--- config.mk ---
export PLATFORM = sky130hd
export DESIGN_NAME = irq_controller_flat
export DESIGN_NICKNAME = d
export VERILOG_FILES = /design/src/rtl/irq_controller_if.sv /design/src/rtl/irq_controller.sv /design/src/flat_wrapper.sv
export SDC_FILE = /design/constraint.sdc
export NUM_CORES = 1
export LEC_CHECK = 0
export BUFFER_PORTS_ARGS = -buffer_cell sky130_fd_sc_hd__buf_2
export CAP_MARGIN = 20
export CORE_MARGIN = 4
export CORE_UTILIZATION = 50
export DETAILED_ROUTE_END_ITERATION = 10
export GPL_TIMING_DRIVEN = 0
export PLACE_DENSITY = 0.83
export SLEW_MARGIN = 20
export SYNTH_ARGS = -nofsm -noshare
export SYNTH_HDL_FRONTEND = slang
export SYNTH_SLANG_ARGS = --single-unit
--- constraint.sdc ---
create_clock -name clk -period 2.55 [get_ports clk]
set_clock_uncertainty 0.15 [all_clocks]
set_input_delay 0.51 -clock clk [delete_from_list [all_inputs] [get_ports clk]]
set_output_delay 0.51 -clock clk [all_outputs]
set_load 0.01 [all_outputs]
--- src/rtl/irq_controller_if.sv ---
// irq_controller_if
//   Bundles the CPU-side signals of the interrupt controller: the small
//   configuration register bus and the REQ/ACK/DONE interrupt handshake.
//   Modports:
//     master - CPU core side (drives writes, ack, done; observes request)
//     slave  - controller side (irq_controller uses this one)
//   Signals:
//     cfg_we, cfg_addr, cfg_wdata   register write strobe / select / data
//     cfg_rdata                     combinational read data of cfg_addr
//     int_req, int_vec, int_id      request, vector address, channel number
//     int_ack, int_done             CPU accept pulse, RETI pulse
//     busy                          controller is in its service phase
interface irq_controller_if #(
  parameter int DATA_W = 16
);
  logic              cfg_we;
  logic [1:0]        cfg_addr;
  logic [DATA_W-1:0] cfg_wdata;
  logic [DATA_W-1:0] cfg_rdata;
  logic              int_req;
  logic [DATA_W-1:0] int_vec;
  logic [3:0]        int_id;
  logic              int_ack;
  logic              int_done;
  logic              busy;

  modport master (
    output cfg_we, cfg_addr, cfg_wdata, int_ack, int_done,
    input  cfg_rdata, int_req, int_vec, int_id, busy
  );

  modport slave (
    input  cfg_we, cfg_addr, cfg_wdata, int_ack, int_done,
    output cfg_rdata, int_req, int_vec, int_id, busy
  );
endinterface

--- src/rtl/irq_controller.sv ---
// irq_controller
//   Vectored interrupt controller with N_IRQ channels for the 16-bit CPU.
//   Every channel has a synchroniser, an edge/level mode bit and a mask bit.
//   The lowest-numbered eligible channel wins. One request is presented at a
//   time and its id/vector are frozen until the CPU acknowledges it; no
//   nesting while the CPU services it.
//   Ports:
//     clk     system clock, rising edge
//     rst     synchronous reset, active low
//     irq_in  asynchronous interrupt sources, one bit per channel
//     gie     CPU global interrupt enable
//     bus     irq_controller_if.slave: config registers + REQ/ACK/DONE
//   Register map (cfg_addr): 0 MASK, 1 MODE (1 = edge), 2 PENDING (W1C for
//   edge channels), 3 BASE. Bits above N_IRQ read 0 and ignore writes.
module irq_controller #(
  parameter int N_IRQ       = 8,
  parameter int SYNC_STAGES = 2,
  parameter int VEC_STRIDE  = 2,
  parameter int DATA_W      = 16
) (
  input  logic             clk,
  input  logic             rst,
  input  logic [N_IRQ-1:0] irq_in,
  input  logic             gie,
  irq_controller_if.slave  bus
);

  localparam logic [1:0] ST_IDLE    = 2'd0;
  localparam logic [1:0] ST_REQ     = 2'd1;
  localparam logic [1:0] ST_SERVICE = 2'd2;

  localparam logic [1:0] ADDR_MASK = 2'd0;
  localparam logic [1:0] ADDR_MODE = 2'd1;
  localparam logic [1:0] ADDR_PEND = 2'd2;
  localparam logic [1:0] ADDR_BASE = 2'd3;

  logic [N_IRQ-1:0]  sync_reg [SYNC_STAGES];
  logic [N_IRQ-1:0]  prev_reg;
  logic [N_IRQ-1:0]  mask_reg;
  logic [N_IRQ-1:0]  mode_reg;
  logic [N_IRQ-1:0]  pending_reg;
  logic [N_IRQ-1:0]  pending_next;
  logic [DATA_W-1:0] base_reg;
  logic [1:0]        state_reg;
  logic [3:0]        id_reg;
  logic [DATA_W-1:0] vec_reg;

  logic [N_IRQ-1:0]  sync_out;
  logic [N_IRQ-1:0]  edge_det;
  logic [N_IRQ-1:0]  eligible;
  logic [3:0]        winner;
  logic [DATA_W-1:0] vec_next;
  logic              pend_wr;
  logic [DATA_W-1:0] rdata;

  // Synchroniser chain and edge history
  always_ff @(posedge clk) begin
    if (!rst) begin
      for (int k = 0; k < SYNC_STAGES; k++) begin
        sync_reg[k] <= '0;
      end
      prev_reg <= '0;
    end else begin
      sync_reg[0] <= irq_in;
      for (int k = 1; k < SYNC_STAGES; k++) begin
        sync_reg[k] <= sync_reg[k-1];
      end
      prev_reg <= sync_out;
    end
  end

  assign sync_out = sync_reg[SYNC_STAGES-1];
  assign edge_det = sync_out & ~prev_reg;
  assign pend_wr  = bus.cfg_we && (bus.cfg_addr == ADDR_PEND);

  // Per-channel pending update. Level channels simply track the synchronised
  // input. Edge channels latch an edge and clear on W1C or on the ACK of
  // their own request; a new edge in the clearing cycle takes precedence.
  generate
    for (genvar gi = 0; gi < N_IRQ; gi++) begin : g_chan
      logic w1c_hit;
      logic ack_hit;
      assign w1c_hit = pend_wr & bus.cfg_wdata[gi];
      assign ack_hit = (state_reg == ST_REQ) & bus.int_ack & (id_reg == 4'(gi));
      assign pending_next[gi] = mode_reg[gi]
                              ? (edge_det[gi] | (pending_reg[gi] & ~w1c_hit & ~ack_hit))
                              : sync_out[gi];
    end
  endgenerate

  // Configuration registers
  always_ff @(posedge clk) begin
    if (!rst) begin
      mask_reg    <= '0;
      mode_reg    <= '0;
      pending_reg <= '0;
      base_reg    <= '0;
    end else begin
      pending_reg <= pending_next;
      if (bus.cfg_we) begin
        case (bus.cfg_addr)
          ADDR_MASK: mask_reg <= bus.cfg_wdata[N_IRQ-1:0];
          ADDR_MODE: mode_reg <= bus.cfg_wdata[N_IRQ-1:0];
          ADDR_BASE: base_reg <= bus.cfg_wdata;
          default:   ;
        endcase
      end
    end
  end

  // Fixed priority: scanning downwards leaves the lowest eligible index
  assign eligible = pending_reg & mask_reg;

  always_comb begin
    winner = '0;
    for (int i = N_IRQ - 1; i >= 0; i--) begin
      if (eligible[i]) begin
        winner = 4'(i);
      end
    end
  end

  assign vec_next = base_reg + DATA_W'(VEC_STRIDE * int'(winner));

  // Handshake FSM. id/vector are captured on leaving IDLE and held, so the
  // CPU always sees a stable request even if priorities shift meanwhile.
  always_ff @(posedge clk) begin
    if (!rst) begin
      state_reg <= ST_IDLE;
      id_reg    <= '0;
      vec_reg   <= '0;
    end else begin
      case (state_reg)
        ST_IDLE: begin
          if (gie && (eligible != '0)) begin
            state_reg <= ST_REQ;
            id_reg    <= winner;
            vec_reg   <= vec_next;
          end
        end
        ST_REQ: begin
          if (bus.int_ack) begin
            state_reg <= ST_SERVICE;
          end
        end
        ST_SERVICE: begin
          if (bus.int_done) begin
            state_reg <= ST_IDLE;
          end
        end
        default: state_reg <= ST_IDLE;
      endcase
    end
  end

  // Register read mux
  always_comb begin
    rdata = '0;
    case (bus.cfg_addr)
      ADDR_MASK: rdata[N_IRQ-1:0] = mask_reg;
      ADDR_MODE: rdata[N_IRQ-1:0] = mode_reg;
      ADDR_PEND: rdata[N_IRQ-1:0] = pending_reg;
      ADDR_BASE: rdata            = base_reg;
      default:   rdata            = '0;
    endcase
  end

  assign bus.cfg_rdata = rdata;
  assign bus.int_req   = (state_reg == ST_REQ);
  assign bus.busy      = (state_reg == ST_SERVICE);
  assign bus.int_id    = id_reg;
  assign bus.int_vec   = vec_reg;

endmodule

--- src/flat_wrapper.sv ---
// flat-port wrapper written by rule: the top's interface ports become plain ports
module irq_controller_flat 
#(
  parameter int N_IRQ       = 8,
  parameter int SYNC_STAGES = 2,
  parameter int VEC_STRIDE  = 2,
  parameter int DATA_W      = 16
)
  (clk, rst, irq_in, gie, bus_cfg_we, bus_cfg_addr, bus_cfg_wdata, bus_int_ack, bus_int_done, bus_cfg_rdata, bus_int_req, bus_int_vec, bus_int_id, bus_busy);
  irq_controller_if #(.DATA_W(DATA_W)) bus_i ();
  input  logic clk;
  input  logic rst;
  input  logic [N_IRQ-1:0] irq_in;
  input  logic gie;
  input wire logic [$bits(bus_i.cfg_we)-1:0] bus_cfg_we;
  input wire logic [$bits(bus_i.cfg_addr)-1:0] bus_cfg_addr;
  input wire logic [$bits(bus_i.cfg_wdata)-1:0] bus_cfg_wdata;
  input wire logic [$bits(bus_i.int_ack)-1:0] bus_int_ack;
  input wire logic [$bits(bus_i.int_done)-1:0] bus_int_done;
  output wire logic [$bits(bus_i.cfg_rdata)-1:0] bus_cfg_rdata;
  output wire logic [$bits(bus_i.int_req)-1:0] bus_int_req;
  output wire logic [$bits(bus_i.int_vec)-1:0] bus_int_vec;
  output wire logic [$bits(bus_i.int_id)-1:0] bus_int_id;
  output wire logic [$bits(bus_i.busy)-1:0] bus_busy;
  assign bus_i.cfg_we = bus_cfg_we;
  assign bus_i.cfg_addr = bus_cfg_addr;
  assign bus_i.cfg_wdata = bus_cfg_wdata;
  assign bus_i.int_ack = bus_int_ack;
  assign bus_i.int_done = bus_int_done;
  assign bus_cfg_rdata = bus_i.cfg_rdata;
  assign bus_int_req = bus_i.int_req;
  assign bus_int_vec = bus_i.int_vec;
  assign bus_int_id = bus_i.int_id;
  assign bus_busy = bus_i.busy;
  irq_controller #(.N_IRQ(N_IRQ), .SYNC_STAGES(SYNC_STAGES), .VEC_STRIDE(VEC_STRIDE), .DATA_W(DATA_W)) u_core (.clk(clk), .rst(rst), .irq_in(irq_in), .gie(gie), .bus(bus_i));
endmodule
==> results of run 1 <==
==> cells by family (layout without fill, tap and decap cells) <==
group | Yosys count | after routing | share of synthesized area [%]
buffers and inverters | 28 | 110 | 4.07
AND/OR/NAND/NOR | 152 | 152 | 21.2
AO/OA/AOI/OAI | 70 | 70 | 13.5
XOR/XNOR | 13 | 13 | 3.06
multiplexers | 30 | 30 | 10.9
other | 1 | 1 | 0.101
flip-flops | 85 | 85 | 45.7
adder cells (fa/ha/maj) | 4 | 4 | 1.55
==> layout make-up <==
class / instances / area share, %
multi-input combinational: 270 / 43.1
sequential: 85 / 38.9
timing repair buffer: 67 / 7.63
clock buffer: 10 / 3.13
buffer: 23 / 3.02
tap: 99 / 2.82
clock inverter: 6 / 1.08
inverter: 4 / 0.342
==> worst reg2reg max path, cell delays in order, from the launching register on <==
cell,delay (ns)
dfxtp_4,0.37
nand2_1,0.05
a32o_1,0.26
a22o_1,0.19
nand3_1,0.11
nand2_1,0.08
ha_1,0.20
a211oi_1,0.33
nor2_1,0.16
and3_1,0.22
xnor2_1,0.14
a21oi_1,0.08
==> cell usage after synthesis, drive strengths merged, types with 7 or more instances <==
cell | count | area [sq um]
nor2b | 28 | 175
dfxtp | 85 | 1700
mux2i | 22 | 220
nand2 | 52 | 195
clkbuf | 15 | 56.3
xnor2 | 7 | 61.3
a21boi | 17 | 128
nand3 | 17 | 85.1
mux4 | 8 | 184
and2 | 24 | 150
buf | 9 | 80.1
nor2 | 9 | 33.8
a21oi | 12 | 60.1
o21ai | 13 | 65.1
and3 | 13 | 82.6
==> metrics by stage <==
stage	util, %	power (mW)
final	60.6	2.45
after global routing	60.6	2.56
after CTS	60.2	2.47
after detailed placement	57.6	1.61
after global placement	57.6	1.61
after floorplan	-	1.54
==> final timing paths <==
kind	from	end	slack [ns]
hold reg to reg	u_core.sync_reg[0][7]	u_core.sync_reg[0][15]	0.29
hold / removal	irq_in[2]	u_core.sync_reg[0][2]	0.21
setup reg to reg	u_core.pending_reg[6]	u_core.bus.int_vec[6]	0.1
setup / recovery	u_core.pending_reg[6]	u_core.bus.int_vec[6]	0.1
==> layer usage <==
layer  vias to the layer above  track usage [%]  share of wire, %
li1                       1482                -                 -
met1                      1408             24.8                41
met2                        87             34.0                50
met3                         9             5.85               8.2
met4                         0             6.62               1.0
met5                         -                0                 0
==> power breakdown <==
part | switching (mW) | total, mW | leakage (nW) | internal (mW)
registers | 0.0303 | 1.40 | 0.694 | 1.37
clock network | 0.484 | 0.871 | 0.0928 | 0.387
logic | 0.0968 | 0.187 | 1.13 | 0.0899
total | 0.611 | 2.45 | 1.91 | 1.84
==> results.py, run 1 <==
metrics = {
    "detailed_routing": {
        "dr_total_vias": 2986,
        "detail_route.wl_per_cell_um": 15.0,
        "drt_wl_total_um": 8450,
        "drt_iter0_drc": 182,
        "drc": 0,
        "postRouteAntennaNets": 0,
        "vias_per_cell": 5.29,
        "dr.pass1.iters": 4,
    },
    "clock_tree": {
        "post_cts_buffers": 0,
        "clk_latency_ns": 0.34,
        "cts-root-buf": "clkbuf_8",
        "h-tree-depth": 3,
        "cts-resized-gates": 3,
        "hold_buffers": 0,
        "cts_buffers": 9,
        "clkTransAtPathRegs_ns": 0.08,
        "clk_path_buf_depth": 2,
        "cts.sinks": 85,
        "cts_tree": "built",
    },
    "die": {
        "die_y_um": 94.3,
        "core_sq_mm": 0.00725,
        "die_w_um": 94.3,
        "num_rows": 31,
        "initial_core_util_pct": 51.3,
        "io_pins": 70,
        "die_area_sq_mm": 0.00889,
    },
    "sta": {
        "timing.final.ws_setup_ns": 0.100,
        "setup-violations-final": 0,
        "finalCritPeriodShare_pct": 96.1,
        "fin_setup_tns_ns": 0,
        "finalHoldViolations": 0,
        "period_needed_ns": 2.45,
        "grt_setup_unrepaired": "true",
        "drv_slew": 0,
        "clock.fmax_mhz": 408,
        "holdWs_ns": 0.215,
    },
    "synth": {
        "synth.distinct_cells": 45,
        "synth_edf_count": 0,
        "ys_warn_count": 0,
        "syn_area_sq_mm": 0.00372,
        "ys_ff_latch": 85,
        "netlist_instances": 383,
        "synth_flop_cell": "dfxtp_1",
        "syn_nets": 419,
        "yosysSeqAreaShare_pct": 45.7,
        "synth-async-reset-ratio_pct": 0,
        "avgSynthCellArea_sq_um": 9.72,
    },
    "global_routing": {
        "antenna_found_initial": 0,
        "grt_max_degree": 20,
        "grt.total_usage_pct": 20.2,
        "grt_overflow": 0,
        "grt_pass1_vias": 2902,
        "grt_pass1_wl_um": 13900,
    },
    "layout": {
        "final_area_sq_mm": 0.00440,
        "n_fill_cell": 619,
        "synthToLayoutAreaGrowth_pct": 18.1,
        "seq_area_sq_mm": 0.00171,
        "multi_input_area_sq_mm": 0.00189,
        "final_common_cell": "dfxtp_1",
        "final_cell_mix": "81 x dfxtp_1, 71 x buf_2, 52 x nand2_1",
        "antennaDiodeCount": 0,
        "fin_nets": 496,
        "final_cells": 564,
        "final_layout_size_suffix_gt1_share_pct": 23.9,
    },
    "worst_setup_path": {
        "cp.depth": 11,
        "max_stage_delay_ns": 0.37,
        "crit_path_frequent_cell": "nand2_1",
        "end_kind": "register",
        "crit_type": "register to register",
        "cp-start-kind": "register",
        "path_cells": "nand2_1 -> a32o_1 -> a22o_1 -> nand3_1 -> nand2_1 -> ha_1 -> a211oi_1 -> nor2_1 -> and3_1 -> xnor2_1 -> a21oi_1",
        "cpMaxStageDelayCell": "dfxtp_4",
        "critical_path_required_ns": 2.64,
        "path_delay_family": "compound AO/OA/AOI/OAI gates",
        "cp_max_fo": 4,
        "arrival_ns": 2.54,
        "r2r_cells": 11,
        "cp_num_buf_inv": 0,
    },
    "min_path": {
        "holdPathStages": 2,
        "holdCritPathClass": "input port to register",
    },
    "placement": {
        "dpl.cell_count": 549,
        "pre_cts_ws_ns": -0.187,
        "dpl.hpwl_um": 6510,
        "place_congestion": 0.871,
        "port_buffers": 67,
        "placedInstanceArea_sq_mm": 0.00418,
    },
    "power_and_ir_drop": {
        "irDropWorstVdd_mv": 0.515,
        "leakagePower_nw": 1.91,
        "p_per_area_mw_per_mm2": 558,
    },
    "status": {
        "status": "complete, no violations",
    },
    "flow_run": {
        "cap_violations": 0,
    },
}
No activity file was read; power rests on OpenSTA's default activity.
==> inputs of run 2 (changes only) <==
--- a/config.mk
+++ b/config.mk
@@ -11,6 +11,7 @@
 export CORE_UTILIZATION = 50
 export DETAILED_ROUTE_END_ITERATION = 10
 export GPL_TIMING_DRIVEN = 0
+export MAX_ROUTING_LAYER = met4
 export PLACE_DENSITY = 0.83
 export SLEW_MARGIN = 20
 export SYNTH_ARGS = -nofsm -noshare
==> run 2 against run 1 <==
  * Critical path depth did not move
  * Global-route usage increased by 0.37 points
  * Non-clock buffer count is the same
  * Combinational power about the same
  * Largest cell class unchanged
  * Via count decreased by 0.10%
  * Utilization unchanged
  * Die area unchanged
  * Worst hold slack worse by 0.0047 ns
==> results.py, run 2 (same netlist as run 1, synthesis figures left out) <==
metrics = {
    "status": {
        "status": "complete, no violations",
    },
    "worst_setup_path": {
        "cp_max_fo": 4,
        "cp-start-kind": "register",
        "end_kind": "register",
        "crit_path_frequent_cell": "nand2_1",
        "critical_path_required_ns": 2.64,
        "path_cells": "nand2_1 -> a32o_1 -> a22o_1 -> nand3_1 -> nand2_1 -> ha_1 -> a211oi_1 -> nor2_1 -> and3_1 -> xnor2_1 -> a21oi_1",
        "cpMaxStageDelayCell": "dfxtp_4",
        "regToRegEndpoint": "u_core.bus.int_vec[6]",
        "arrival_ns": 2.54,
        "max_stage_delay_ns": 0.37,
        "rrSetupSlack_ns": 0.10,
        "path_delay_family": "compound AO/OA/AOI/OAI gates",
        "r2r_cells": 11,
        "cp_num_buf_inv": 0,
        "crit_type": "register to register",
        "r2r-start": "u_core.pending_reg[6]",
    },
    "min_path": {
        "hold_path_end": "u_core.sync_reg[0][3]",
        "holdPathStages": 2,
        "holdCritPathClass": "input port to register",
        "hold_start": "irq_in[3]",
    },
    "placement": {
        "place_congestion": 0.885,
        "port_buffers": 67,
        "dpl.hpwl_um": 6510,
    },
    "detailed_routing": {
        "drt_wl_total_um": 8440,
        "dr.pass1.iters": 4,
        "drt_iter0_drc": 174,
        "postRouteAntennaNets": 0,
        "drc": 0,
        "vias_per_cell": 5.29,
        "detail_route.wl_per_cell_um": 15.0,
        "dr_total_vias": 2983,
    },
    "layout": {
        "antennaDiodeCount": 0,
        "final_layout_size_suffix_gt1_share_pct": 23.9,
        "n_fill_cell": 619,
        "seq_area_sq_mm": 0.00171,
        "final_common_cell": "dfxtp_1",
        "final_cell_mix": "81 x dfxtp_1, 71 x buf_2, 52 x nand2_1",
        "multi_input_area_sq_mm": 0.00189,
        "fin_nets": 496,
        "synthToLayoutAreaGrowth_pct": 18.1,
    },
    "clock_tree": {
        "h-tree-depth": 3,
        "clk_path_buf_depth": 2,
        "cts-root-buf": "clkbuf_8",
        "cts_tree": "built",
        "clk_latency_ns": 0.35,
        "cts-resized-gates": 3,
        "hold_buffers": 0,
        "post_cts_buffers": 0,
        "cts_buffers": 9,
        "clkTransAtPathRegs_ns": 0.08,
        "cts.sinks": 85,
    },
    "die": {
        "initial_core_util_pct": 51.3,
        "num_rows": 31,
        "die_area_sq_mm": 0.00889,
        "io_pins": 70,
        "die_y_um": 94.3,
        "die_w_um": 94.3,
        "core_sq_mm": 0.00725,
    },
    "global_routing": {
        "grt_pass1_wl_um": 13900,
        "grt_overflow": 0,
        "antenna_found_initial": 0,
        "grt_pass1_vias": 2906,
        "grt_max_degree": 20,
        "grt.total_usage_pct": 20.6,
    },
    "power_and_ir_drop": {
        "p_per_area_mw_per_mm2": 559,
        "irDropWorstVdd_mv": 0.520,
        "leakagePower_nw": 1.91,
    },
    "sta": {
        "finalHoldViolations": 0,
        "fin_setup_tns_ns": 0,
        "setup-violations-final": 0,
        "period_needed_ns": 2.45,
        "grt_setup_unrepaired": "true",
        "finalCritPeriodShare_pct": 95.9,
        "clock.fmax_mhz": 409,
        "holdWs_ns": 0.210,
        "drv_slew": 0,
    },
    "flow_run": {
        "cap_violations": 0,
    },
}
[run 2: cell counts in the layout (fill, tap and decap cells not counted)]
Identical to the previous run, type by type.
[run 2: metal layers]
| metal | track usage (%) | wire (um) | part of all wire, % | vias up |
|---|---|---|---|---|
| met5 | - | 0 | 0 | - |
| met2 | 34.0 | 4150 | 49 | 90 |
| met1 | 24.9 | 3510 | 42 | 1393 |
| met3 | 4.33 | 618 | 7.3 | 18 |
| li1 | - | - | - | 1482 |
| met4 | 7.34 | 158 | 1.9 | 0 |
[run 2: power by group]
group	internal, mW	switching, mW	total (mW)
clock	0.387	0.489	0.876
sequential	1.37	0.0301	1.40
combinational	0.0899	0.0966	0.187
total	1.84	0.616	2.46
[run 2: worst max-delay path by stage]
stage | slack (ns) | startpoint | to | cells after the start
CTS | 0.02 | u_core.pending_reg[7] | u_core.bus.int_vec[15] | 12
global placement | -0.13 | u_core.pending_reg[6] | u_core.bus.int_vec[7] | 13
global route | -0.01 | u_core.pending_reg[6] | u_core.bus.int_vec[7] | 13
floorplan | 0.15 | u_core.pending_reg[6] | u_core.bus.int_vec[7] | 13
detailed placement | -0.19 | u_core.pending_reg[6] | u_core.bus.int_vec[7] | 13
finish | 0.10 | u_core.pending_reg[6] | u_core.bus.int_vec[6] | 11
[run 2: cell type report]
cell class,count,share of cell area [%]
buffer,23,3.02
clock buffer,10,3.13
inverter,4,0.342
multi-input combinational,270,43.1
clock inverter,6,1.08
timing repair buffer,67,7.63
tap,99,2.82
sequential,85,38.9
[run 2: stage by stage]
stage	total power, mW	std cells	setup WS, ns	util (%)	instance area, sq um
finish	2.46	564	0.104	60.6	4400
global route	2.56	564	-0.0129	60.6	4400
detailed placement	1.61	549	-0.187	57.6	4180
global placement	1.61	549	-0.125	57.6	4180
floorplan	1.54	383	0.154	-	3720
CTS	2.47	564	0.0210	60.2	4370
==> inputs of run 3 (changes only) <==
--- a/config.mk
+++ b/config.mk
@@ -6,13 +6,13 @@
 export NUM_CORES = 1
 export LEC_CHECK = 0
 export BUFFER_PORTS_ARGS = -buffer_cell sky130_fd_sc_hd__buf_2
-export CAP_MARGIN = 20
 export CORE_MARGIN = 4
 export CORE_UTILIZATION = 50
 export DETAILED_ROUTE_END_ITERATION = 10
 export GPL_TIMING_DRIVEN = 0
 export MAX_ROUTING_LAYER = met4
 export PLACE_DENSITY = 0.83
+export REMOVE_ABC_BUFFERS = 1
 export SLEW_MARGIN = 20
 export SYNTH_ARGS = -nofsm -noshare
 export SYNTH_HDL_FRONTEND = slang
==> run 3 against run 2 <==
  * Clock-buffer cell count grew 1
  * Global-route usage is 0.18 points higher
  * Sequential share of layout area increased by 0.24 points
  * Wire length up 3.8%
  * Critical path type unchanged
==> results.py, run 3 (same netlist as run 1, synthesis figures left out) <==
metrics = {
    "die": {
        "die_w_um": 94.3,
        "core_sq_mm": 0.00725,
        "io_pins": 70,
        "die_area_sq_mm": 0.00889,
        "die_y_um": 94.3,
        "initial_core_util_pct": 51.3,
        "num_rows": 31,
    },
    "clock_tree": {
        "cts_buffers": 9,
        "clk_path_buf_depth": 2,
        "cts-root-buf": "clkbuf_8",
        "h-tree-depth": 3,
        "clkTransAtPathRegs_ns": 0.08,
        "clk_latency_ns": 0.35,
        "cts.sinks": 85,
        "hold_buffers": 0,
        "cts_tree": "built",
    },
    "worst_setup_path": {
        "path_delay_family": "compound AO/OA/AOI/OAI gates",
        "cp_num_buf_inv": 1,
        "cpMaxStageDelayCell": "dfxtp_2",
        "r2r_cells": 12,
        "cp-start-kind": "register",
        "arrival_ns": 2.52,
        "rrSetupSlack_ns": 0.09,
        "max_stage_delay_ns": 0.38,
        "crit_type": "register to register",
        "critical_path_required_ns": 2.61,
        "end_kind": "register",
        "regToRegEndpoint": "u_core.bus.int_vec[6]",
        "cp_max_fo": 4,
        "crit_path_frequent_cell": "nand2_2",
        "path_cells": "nand2_2 -> a32o_2 -> a22o_1 -> nand3_2 -> nand2_2 -> ha_4 -> buf_4 -> a211oi_2 -> nor2_1 -> and3_1 -> xnor2_1 -> a21oi_1",
        "r2r-start": "u_core.mask_reg[6]",
    },
    "global_routing": {
        "grt_pass1_wl_um": 13800,
        "grt.total_usage_pct": 20.8,
        "grt_overflow": 0,
        "grt_pass1_vias": 2854,
        "antenna_found_initial": 0,
        "grt_max_degree": 47,
    },
    "sta": {
        "grt_setup_unrepaired": "true",
        "drv_slew": 0,
        "holdWs_ns": 0.210,
        "timing.final.ws_setup_ns": 0.0873,
        "period_needed_ns": 2.46,
        "finalCritPeriodShare_pct": 96.6,
        "slew_headroom_pct": 51.2,
        "clock.fmax_mhz": 406,
        "worst_pin_slew_ns": 0.729,
        "setup-violations-final": 0,
        "finalHoldViolations": 0,
    },
    "power_and_ir_drop": {
        "irDropWorstVdd_mv": 0.412,
        "finalPower_mw": 2.51,
        "leakagePower_nw": 1.89,
        "p_per_area_mw_per_mm2": 574,
    },
    "layout": {
        "final_layout_size_suffix_gt1_share_pct": 26.9,
        "antennaDiodeCount": 0,
        "final_area_sq_mm": 0.00438,
        "synthToLayoutAreaGrowth_pct": 17.6,
        "fin_nets": 480,
        "final_common_cell": "dfxtp_1",
        "final_cell_mix": "79 x dfxtp_1, 68 x buf_2, 50 x nand2_1",
    },
    "detailed_routing": {
        "postRouteAntennaNets": 0,
        "dr.pass1.iters": 5,
        "wl_met2_um": 4080,
        "dr_total_vias": 2993,
        "top_layer_used": "met4",
        "wl_met1_um": 3700,
        "drt_iter0_drc": 174,
        "drt_wl_total_um": 8760,
        "dr_wl_met3_um": 693,
        "drc": 0,
        "detail_route.wl_per_cell_um": 16.0,
        "vias_per_cell": 5.46,
    },
    "placement": {
        "placedInstanceArea_sq_mm": 0.00408,
        "port_buffers": 68,
        "pre_cts_ws_ns": -0.249,
        "dpl.hpwl_um": 5790,
        "place_congestion": 0.902,
    },
    "flow_run": {
        "cap_violations": 0,
    },
    "status": {
        "status": "complete, no violations",
    },
    "min_path": {
        "holdCritPathClass": "input port to register",
        "holdPathStages": 2,
        "hold_path_end": "u_core.sync_reg[0][5]",
        "hold_start": "irq_in[5]",
    },
}
-- run 3: report_power, final --
group	leakage, nW	switching, mW	internal (mW)
Sequential	0.695	0.0311	1.37
Combinational	1.09	0.0964	0.0873
Clock	0.103	0.459	0.473
Total	1.89	0.586	1.93
-- run 3: how the worst max path moves through the flow --
| stage | start | end | slack, ns | cells after the start |
|---|---|---|---|---|
| final | u_core.mask_reg[6] | u_core.bus.int_vec[6] | 0.09 | 12 |
| after global routing | u_core.pending_reg[6] | u_core.bus.int_vec[15] | -0.07 | 13 |
| after CTS | u_core.pending_reg[5] | u_core.bus.int_vec[5] | 0.004 | 12 |
| after detailed placement | u_core.mask_reg[6] | u_core.bus.int_vec[7] | -0.25 | 13 |
| after global placement | bus_cfg_addr[0] | u_core.mask_reg[2] | -0.22 | 4 |
| after floorplan | u_core.pending_reg[6] | u_core.bus.int_vec[7] | 0.11 | 13 |
-- run 3: metal layers --
metal / vias up / global-route usage, %
met5: - / -
met4: 0 / 11.3
met3: 28 / 4.01
met2: 131 / 31.8
met1: 1381 / 25.9
li1: 1453 / -
-- run 3: repair_timing --
item | CTS | global route
endpoints found under the hold margin | 0 | 0
pin swaps | 0 | 9
endpoints found under the setup margin | 5 | 9
gates resized for setup | 9 | 16
setup buffers | 1 | 3
-- run 3: final cells by class --
type                       count  area [sq um]
clock buffer                  11           141
clock inverter                 5          50.0
fill                         636          2880
inverter                       4          15.0
multi-input combinational    270          1940
sequential                    85          1710
tap                           99           124
timing repair buffer          74           398
-- run 3: metrics by stage --
step	std cells	util, %	setup TNS, ns
finish	548	60.3	0
global route	548	60.3	-0.139
CTS	545	59.4	0
detailed placement	528	56.3	-0.907
global placement	526	55.8	-2.34
floorplan	359	-	0
